--- config.mk ---
export PLATFORM = sky130hd
export DESIGN_NAME = mul_popcnt_core
export DESIGN_NICKNAME = d
export VERILOG_FILES = /design/src/rtl/mul_popcnt_core.sv
export SDC_FILE = /design/constraint.sdc
export NUM_CORES = 1
export LEC_CHECK = 0
export BUFFER_PORTS_ARGS = -buffer_cell sky130_fd_sc_hd__buf_2
export CORE_AREA = 5 5 157 159
export DETAILED_ROUTE_END_ITERATION = 7
export DIE_AREA = 0 0 162 164
export GPL_ROUTABILITY_DRIVEN = 0
export PLACE_DENSITY = 0.79
export SLEW_MARGIN = 10
export SYNTH_ARGS = -nofsm -noshare
export SYNTH_HDL_FRONTEND = slang
export SYNTH_SLANG_ARGS = --single-unit
export TNS_END_PERCENT = 1
--- constraint.sdc ---
create_clock -name clk -period 3.85 [get_ports clk]
set_input_delay 0.385 -clock clk [delete_from_list [all_inputs] [get_ports clk]]
set_output_delay 0.385 -clock clk [all_outputs]
set_load 0.005 [all_outputs]
--- src/rtl/mul_popcnt_core.sv ---
// Shift-add 24x24 multiplier followed by a population count of the 48-bit product.
// Define MULPOP_FAST_COUNT_EN to count 4 product bits per cycle instead of 1.
module mul_popcnt_core #(
  parameter int OP_W  = 24,
  parameter int RES_W = 32
) (
  input  logic             clk,
  input  logic             n_reset,
  input  logic             start,
  input  logic             clear,
  input  logic [OP_W-1:0]  a1,
  input  logic [OP_W-1:0]  a2,
  output logic             busy,
  output logic             done,
  output logic [RES_W-1:0] w,
  output logic [OP_W-1:0]  l,
  output logic [1:0]       status
);
  localparam int PW = 2 * OP_W;
`ifdef MULPOP_FAST_COUNT_EN
  localparam int STEP = 4;
`else
  localparam int STEP = 1;
`endif
  localparam int CITER = PW / STEP;
  localparam int IW    = $clog2(PW);
  localparam int CW    = $clog2(PW + 1);

  typedef enum logic [1:0] {IDLE, MULT, COUNT, DONE} state_t;

  state_t          state;
  logic [PW-1:0]   mcand, acc, sh;
  logic [OP_W-1:0] mplier;
  logic [IW-1:0]   idx;
  logic [CW-1:0]   ones;
  logic [PW-1:0]   acc_nxt;
  logic [CW-1:0]   ones_nxt;

  always_comb begin
    acc_nxt  = acc + (mplier[0] ? mcand : '0);
    ones_nxt = ones;
    for (int i = 0; i < STEP; i++) ones_nxt = ones_nxt + CW'(sh[i]);
  end

  always_ff @(posedge clk or negedge n_reset) begin
    if (!n_reset) begin
      state  <= IDLE;
      mcand  <= '0;
      mplier <= '0;
      acc    <= '0;
      sh     <= '0;
      idx    <= '0;
      ones   <= '0;
      busy   <= 1'b0;
      done   <= 1'b0;
      w      <= '0;
      l      <= '0;
      status <= 2'b11;
    end else if (clear) begin
      state  <= IDLE;
      busy   <= 1'b0;
      done   <= 1'b0;
      w      <= '0;
      l      <= '0;
      status <= 2'b11;
    end else begin
      case (state)
        IDLE: if (start) begin
          mcand  <= {{OP_W{1'b0}}, a1};
          mplier <= a2;
          acc    <= '0;
          ones   <= '0;
          idx    <= '0;
          w      <= '0;
          l      <= '0;
          busy   <= 1'b1;
          status <= 2'b00;
          state  <= MULT;
        end
        MULT: begin
          acc    <= acc_nxt;
          mcand  <= mcand << 1;
          mplier <= mplier >> 1;
          idx    <= idx + IW'(1);
          if (idx == IW'(OP_W - 1)) begin
            // final partial product lands this edge, so seed the counter from acc_nxt
            sh    <= acc_nxt;
            idx   <= '0;
            state <= COUNT;
          end
        end
        COUNT: begin
          ones <= ones_nxt;
          sh   <= sh >> STEP;
          idx  <= idx + IW'(1);
          if (idx == IW'(CITER - 1)) begin
            w      <= acc[RES_W-1:0];
            l      <= {{(OP_W - CW){1'b0}}, ones_nxt};
            status <= (|acc[PW-1:RES_W]) ? 2'b10 : 2'b01;
            done   <= 1'b1;
            state  <= DONE;
          end
        end
        DONE: begin
          done  <= 1'b0;
          busy  <= 1'b0;
          state <= IDLE;
        end
        default: state <= IDLE;
      endcase
    end
  end
endmodule
==> impl_metrics.csv, run 1 <==
group,metric,value,unit
final_layout,area_delta_synth_final,11.8,%
global_route,grt_pass1_wl,51.4,mm
power,intPower,5.57,mW
routing,drtIter0Drc,977,
yosys,async_flop_share,100,%
setup_path,critical-path-top-delay-family,"compound AO/OA/AOI/OAI gates",
routing,finalWirelength,30.8,mm
yosys,synth.distinct_cells,65,
final_layout,multi_input_area,6520,sq um
yosys,synth-simple-area-share,16.4,%
timing,grt_setup_unrepaired,"no",
worst_hold_path,hold_path.class,"input port to flop",
global_route,antenna_found_initial,0,
power,clkPwrFrac,26.5,%
power,combPwrFrac,35.4,%
yosys,yosysWarningCount,0,
yosys,syn_area,12500,sq um
power,switching_share,38.7,%
floorplan,die_area,26600,sq um
floorplan,start_util,54.2,%
power,p_leak,6.85,nW
timing,relSlewSlack,39.3,%
yosys,synth.area.mux_share,5.29,%
clock_tree,root_buffer,"clkbuf_16",
final_layout,num_antenna_cells,0,
timing,fin_hold_ws,0.148,ns
yosys,syn_area_per_cell,9.21,sq um
routing,drc,0,
final_layout,seq_area,5610,sq um
timing,fin_worst_skew,0.0257,ns
yosys,ys.flop_type,"dfrtp_1",
yosys,synth_enable_flop_cells,0,
setup_path,crit_chain,"buf_4, and2_1, ha_1, nand2_1, o211ai_1, a21oi_1, o31a_1, o41ai_2, nor3b_1, nor2b_1, xnor2_1, mux2i_1, o21ai_0",
job,maxCapViolations,0,
yosys,synth_top_family_by_area,"compound AO/OA/AOI/OAI gates",
floorplan,die_w,162,microns
run_status,outcome,"finished, final reports clean",
global_route,grt_use_total,23.2,%
clock_tree,cts_buffer_depth,3,
final_layout,fin_nets,1522,
timing,tns,0,ns
setup_path,cp_num_buf_inv,1,
routing,dr.pass1.iters,5,
routing,vias,10300,
yosys,ys_seq_elements,224,
setup_path,cpMaxStageDelayCell,"o41ai_2",
power,seq_power_share,38.0,%
power,vdd_drop_max,349,uV
routing,viasPerCell,5.96,
routing,wl_per_cell,17.9,microns
clock_tree,clk_latency,0.54,ns
floorplan,core_region_area,23100,sq um
yosys,seq_area_frac_synth,44.8,%
clock_tree,cts_sinks,224,
setup_path,end_kind,"flop",
timing,hold_viol_final,0,
clock_tree,cts-buffers-inserted,24,
power,power_density,649,nW/um^2
clock_tree,h-tree-depth,1,
final_layout,fillers,1952,
global_route,grt_overflow_total,0,
clock_tree,cts.clk_slew.worst_paths,0.06,ns
floorplan,die_h,164,microns
floorplan,num_io_pins,112,
yosys,synth_cells,1359,
setup_path,rrSetupSlack,0.41,ns
placement,dp.final_hpwl,21.1,mm
setup_path,crit_required,4.27,ns
global_route,grt_pass1_vias,10100,
timing,fin_crit,3.44,ns
yosys,synthAdderAreaFrac,5.56,%
timing,final-setup-viol-count,0,
global_route,grt_max_degree,103,
setup_path,cp_max_fo,24,
yosys,synth_xor_area_share,3.36,%
power,p_sw,3.51,mW
clock_tree,tritoncts,"built",
setup_path,start_kind,"flop",
timing,min_period_over_period,89.4,%
final_layout,drive_above_1_share,13.0,%
timing,drv_slew,0,
timing,fmax,291,MHz
yosys,synth_compound_area_share,20.6,%
timing,worst_pin_slew,0.907,ns
setup_path,max_stage_delay,0.49,ns
clock_tree,post-cts-setup-buffers,0,
routing,drtAntennaViolNets,0,
setup_path,arrival,3.86,ns
placement,portBuffers,93,
setup_path,crit_type,"flop to flop",
floorplan,rows,56,
-- per-stage QoR --
stage	cell area, sq um	power (mW)	std cells	setup slack [ns]	util (%)
after global routing	14000	9.65	1721	0.111	60.5
after global placement	13200	6.52	1678	0.592	57.0
after CTS	14000	9.10	1721	0.452	60.5
after floorplan	12600	5.72	1376	0.679	-
after detailed placement	13200	6.65	1678	0.490	57.0
final	14000	9.08	1721	0.408	60.5
-- power by group through the flow --
stage,clock [mW],sequential [mW],combinational [mW]
after global routing,2.53,3.52,3.60
after detailed placement,0,3.47,3.18
after floorplan,0,3.28,2.44
final,2.41,3.45,3.22
after global placement,0,3.45,3.07
after CTS,2.44,3.44,3.22
-- flip-flops by register name, summed over array words and instances (netlist names) --
register  count
ones          6
acc          48
mplier       24
sh           48
l             6
idx           6
busy          1
status        2
w            32
done          1
state         2
mcand        48
-- synthesized netlist by cell type, types with 2 or more instances --
master	count	area (sq um)
and2_1	50	313
o21a_1	6	45.0
ha_1	54	676
buf_2	5	25.0
nand2_1	235	882
xor2_1	22	193
nor2b_1	8	50.1
o211ai_1	5	37.5
a211o_1	5	43.8
nand3_1	16	80.1
a22oi_1	2	15.0
nor3_1	11	55.1
or3_1	6	37.5
a211oi_1	7	52.6
o22ai_1	4	25.0
o21ai_0	151	756
or4_1	5	37.5
buf_4	20	150
o21ai_1	10	50.1
xnor2_1	26	228
a21oi_1	75	375
a31oi_1	13	81.3
clkbuf_1	66	248
nand4_1	14	87.6
or2_2	3	18.8
a21o_1	33	248
a21oi_2	4	35.0
o21bai_1	3	22.5
and3_1	13	81.3
dfstp_2	2	52.6
mux2i_1	65	651
inv_1	10	37.5
nor4_1	5	31.3
nor3b_1	4	30.0
nand2b_1	6	37.5
o311ai_1	2	17.5
o41ai_2	2	32.5
buf_1	10	37.5
dfrtp_1	222	5560
nor2_1	64	240
a22o_1	63	552
o31ai_1	5	37.5
o21ai_2	5	43.8
-- cell usage in the layout, fill, tap and decap left out, types with 32 or more instances in the layout --
cell / instances
nand2_1: 235
dfrtp_1: 222
o21ai_0: 151
buf_2: 92
a21oi_1: 75
mux2i_1: 65
a22o_1: 63
nor2_1: 62
ha_1: 53
and2_1: 50
a21o_1: 32
-- what timing repair did --
item / CTS / global route
hold buffers: 1 / 0
gates resized for setup: 0 / 0
endpoints found under the hold margin: 97 / 0
-- area by class of cell --
class	count	share of cell area, %
clock inverter	14	1.37
multi-input combinational	1040	46.6
clock buffer	28	4.47
inverter	11	0.295
timing repair buffer	114	4.63
sequential	224	40.1
tap	290	2.59
-- cell families after synthesis --
kind of cell / Yosys count
and+or+nand+nor: 448
AOI/OAI and AO/OA: 405
DFF: 224
buffers and inverters: 112
muxes: 66
adders and majority gates: 55
xor gates and xnor gates: 48
other: 1
-- worst paths after layout --
check	start	endpoint	depth (start not counted)
hold / removal	a2[13]	mplier[13]	3
hold reg to reg	w[3]	w[3]	2
setup / recovery	mplier[0]	sh[35]	13
max in group asynchronous	n_reset	status[0]	3
setup reg to reg	mplier[0]	sh[35]	13
min in group asynchronous	n_reset	w[12]	2
-- layer usage --
layer  track usage (%)  wire length [microns]  vias up
li1                  -                      -     4879
met1              32.9                  14000     4995
met2              38.5                  14300      333
met3              3.01                   1880       46
met4              5.46                    652        0
met5                 0                      0        -
-- worst register-to-register path, delay by kind of cell (launching register included) --
family / cells / cell delay, ns
AOI/OAI and AO/OA: 5 / 1.30
adders and majority gates: 1 / 0.42
buffers and inverters: 1 / 0.22
and+or+nand+nor: 4 / 0.69
DFF: 1 / 0.40
muxes: 1 / 0.11
xor gates and xnor gates: 1 / 0.20
Note: power is estimated with default switching activity, not from simulation.
==> run 2: changes to the inputs <==
Settings changed: ABC_AREA set to 1, CORE_AREA 5 5 157 159 to 5 5 168 170, DIE_AREA 0 0 162 164 to 0 0 173 175, PLACE_DENSITY 0.79 to 0.78.
==> run 2 against run 1 <==
Global-route usage increased by 2.1 points; clock power decreased by 2%; count of clock-buffer cells in the layout increased by 9; critical endpoint is now sh[33]; hold slack got worse by 0.062 ns; maximum frequency increased by 20%; critical path depth increased by 5; highest routed layer unchanged; first-iteration DRC count increased by 37%; cell count increased by 47%; routed wire length increased by 26%; sequential cell count unchanged.
==> impl_metrics.csv, run 2 <==
group,metric,value,unit
floorplan,die_w,173,microns
placement,dp.final_hpwl,29.0,mm
setup_path,critical-path-top-delay-family,"simple AND/OR/NAND/NOR gates",
final_layout,num_antenna_cells,0,
run_status,outcome,"finished, final reports clean",
global_route,grt_pass1_vias,12800,
routing,drc,0,
clock_tree,tritoncts,"built",
final_layout,drive_above_1_share,8.88,%
routing,viasPerCell,5.34,
yosys,synth_cells,2117,
timing,drv_slew,0,
placement,dp_slack,1.04,ns
job,maxCapViolations,0,
worst_hold_path,min_delay_path_depth,3,
global_route,grtUsageMet1,36.3,%
yosys,synth_enable_flop_cells,0,
routing,wl_per_cell,15.3,microns
setup_path,end_kind,"flop",
clock_tree,root_buffer,"clkbuf_16",
clock_tree,cts_buffer_depth,3,
yosys,ys_seq_elements,224,
yosys,async_flop_share,100,%
timing,grt_setup_unrepaired,"no",
timing,relSlewSlack,30.4,%
floorplan,core_region_area,26600,sq um
floorplan,start_util,54.2,%
clock_tree,cts_sinks,224,
power,vdd_drop_max,451,uV
yosys,synth_commonest_cells,"nand2_1, inv_1, dfrtp_1",
timing,worst_pin_slew,1.04,ns
yosys,synth.distinct_cells,43,
final_layout,reg.largest.list,"acc x48, mcand x48, sh x48",
setup_path,r2r-end,"sh[33]",
clock_tree,clk_latency,0.54,ns
worst_hold_path,hold_path.class,"input port to flop",
floorplan,die_h,175,microns
floorplan,die_area,30300,sq um
final_layout,fin_nets,2285,
routing,drtIter0Drc,1341,
final_layout,postLayoutCoreUtil,59.6,%
global_route,grt_use_total,25.4,%
global_route,grt_overflow_total,0,
yosys,seq_area_frac_synth,39.0,%
timing,tns,0,ns
setup_path,start_kind,"flop",
timing,final-setup-viol-count,0,
clock_tree,h-tree-depth,1,
global_route,grt-busiest-layer,"met2",
yosys,post-synth-top-count-cell,"nand2_1",
setup_path,arrival,3.30,ns
worst_hold_path,min_to,"mcand[21]",
yosys,syn_area,14400,sq um
setup_path,rrSetupSlack,0.97,ns
yosys,synth_top_area_share,38.6,%
global_route,grt_pass1_wl,63.8,mm
routing,vias,13600,
yosys,syn_area_per_cell,6.80,sq um
setup_path,crit_chain,"buf_4, nand2_1, inv_1, ha_1, nand2_1, inv_1, nand2_1, nand2_1, inv_1, nand3_2, nand2_1, nand2_1, nand2_1, nand2_1, nand2_1, nand3_1, nand2_1, nand2_1",
global_route,use_met2,39.4,%
routing,drtAntennaViolNets,0,
yosys,synth_area_leaders,"dfrtp_1, nand2_1, inv_1",
routing,dr.pass1.iters,6,
timing,fin_crit,2.88,ns
setup_path,crit_cells,18,
setup_path,reg2regPathDepth,18,
yosys,synth_top_cell_by_area,"dfrtp_1",
final_layout,mostFrequentLayoutCell,"nand2_1",
timing,hold_viol_final,0,
yosys,yosysWarningCount,0,
floorplan,rows,60,
placement,portBuffers,93,
global_route,antenna_found_initial,0,
setup_path,crit_type,"flop to flop",
timing,fin_worst_skew,0.0185,ns
setup_path,cp_max_fo,44,
power,power_density,562,nW/um^2
global_route,grtUsageMet3,4.50,%
setup_path,crit_required,4.27,ns
timing,fmax,347,MHz
yosys,ys.flop_type,"dfrtp_1",
setup_path,r2r_start,"mplier[0]",
clock_tree,cts-resized-gates,0,
power,p_leak,9.05,nW
final_layout,layout_common_cells,"nand2_1, inv_1, dfrtp_1",
setup_path,cpMaxStageDelayCell,"dfrtp_1",
timing,worst_slack,0.972,ns
routing,finalWirelength,38.9,mm
final_layout,area_delta_synth_final,9.93,%
setup_path,max_stage_delay,0.42,ns
setup_path,cp_num_buf_inv,4,
worst_hold_path,holdCritStartpoint,"a1[21]",
timing,min_period_over_period,74.8,%
clock_tree,cts-buffers-inserted,25,
clock_tree,cts.clk_slew.worst_paths,0.06,ns
floorplan,num_io_pins,112,
global_route,grt_max_degree,96,
setup_path,crit_top_cell,"nand2_1",
==> run 2: changes by cell type after synthesis, moves of 43 or more <==
cell     before  now
and2_1       50    7
mux2i_1      65    1
nand2_1     235  767
a22o_1       63   16
inv_1        10  351
nor2_1       64  181
nand3_1      16   78
o21ai_0     151   94
==> run 2: final cells by class <==
type / instances / area, sq um
fill: 2488 / 10700
clock inverter: 9 / 82.6
sequential: 224 / 5610
inverter: 355 / 1330
clock buffer: 37 / 731
multi-input combinational: 1464 / 7040
timing repair buffer: 108 / 603
tap: 341 / 427
==> run 2: cell families (layout without fill, tap and decap cells) <==
group | after synthesis | after routing | synth area share (%)
AND/OR/NAND/NOR | 1095 | 1095 | 30.8
buffers and inverters | 446 | 509 | 12.7
AO/OA/AOI/OAI | 273 | 273 | 11.2
flip-flops | 224 | 224 | 39.0
adder cells (fa/ha/maj) | 55 | 55 | 4.83
XOR/XNOR | 22 | 22 | 1.34
other | 1 | 18 | 0.0260
multiplexers | 1 | 1 | 0.0695
==> run 2: routing by layer <==
layer,up-vias,part of all wire (%)
met5,-,0
met4,0,3.4
met3,108,8.9
met2,581,43
met1,6228,45
li1,6643,-
==> run 2: tightest hold or removal path, cell delays in order <==
cell	delay, ns
buf_2	0.07
o211ai_1	0.07
o21ai_0	0.07
==> run 2: worst max-delay path by stage <==
stage                          from  endpoint  slack (ns)
after detailed placement   state[1]  mcand[8]        1.04
final                     mplier[0]    sh[33]        0.97
after global placement    mplier[0]    sh[40]        1.09
after CTS                 mplier[0]    sh[40]        1.02
after floorplan           mplier[0]    sh[39]        1.52
after global routing      mplier[0]    sh[33]        0.74
==> run 2: repair_timing <==
| action | CTS | global route |
|---|---|---|
| endpoints found under the setup margin | 0 | 0 |
| endpoints found under the hold margin | 84 | 0 |
| setup buffers | 0 | 0 |
| hold buffers | 1 | 0 |
==> run 2: per-stage QoR <==
step	hold WS, ns	total power [mW]	cells	cell area (sq um)
after global placement	0.441	6.39	2491	15000
after detailed placement	0.448	6.50	2491	15000
after CTS	0.0798	8.90	2538	15800
after floorplan	0.0894	5.63	2134	14500
final	0.0863	8.90	2538	15800
after global routing	0.104	9.49	2538	15800
==> run 2: power by group <==
part	switching (mW)	internal, mW
Sequential	0.417	2.96
Combinational	2.17	0.985
Clock	0.984	1.38
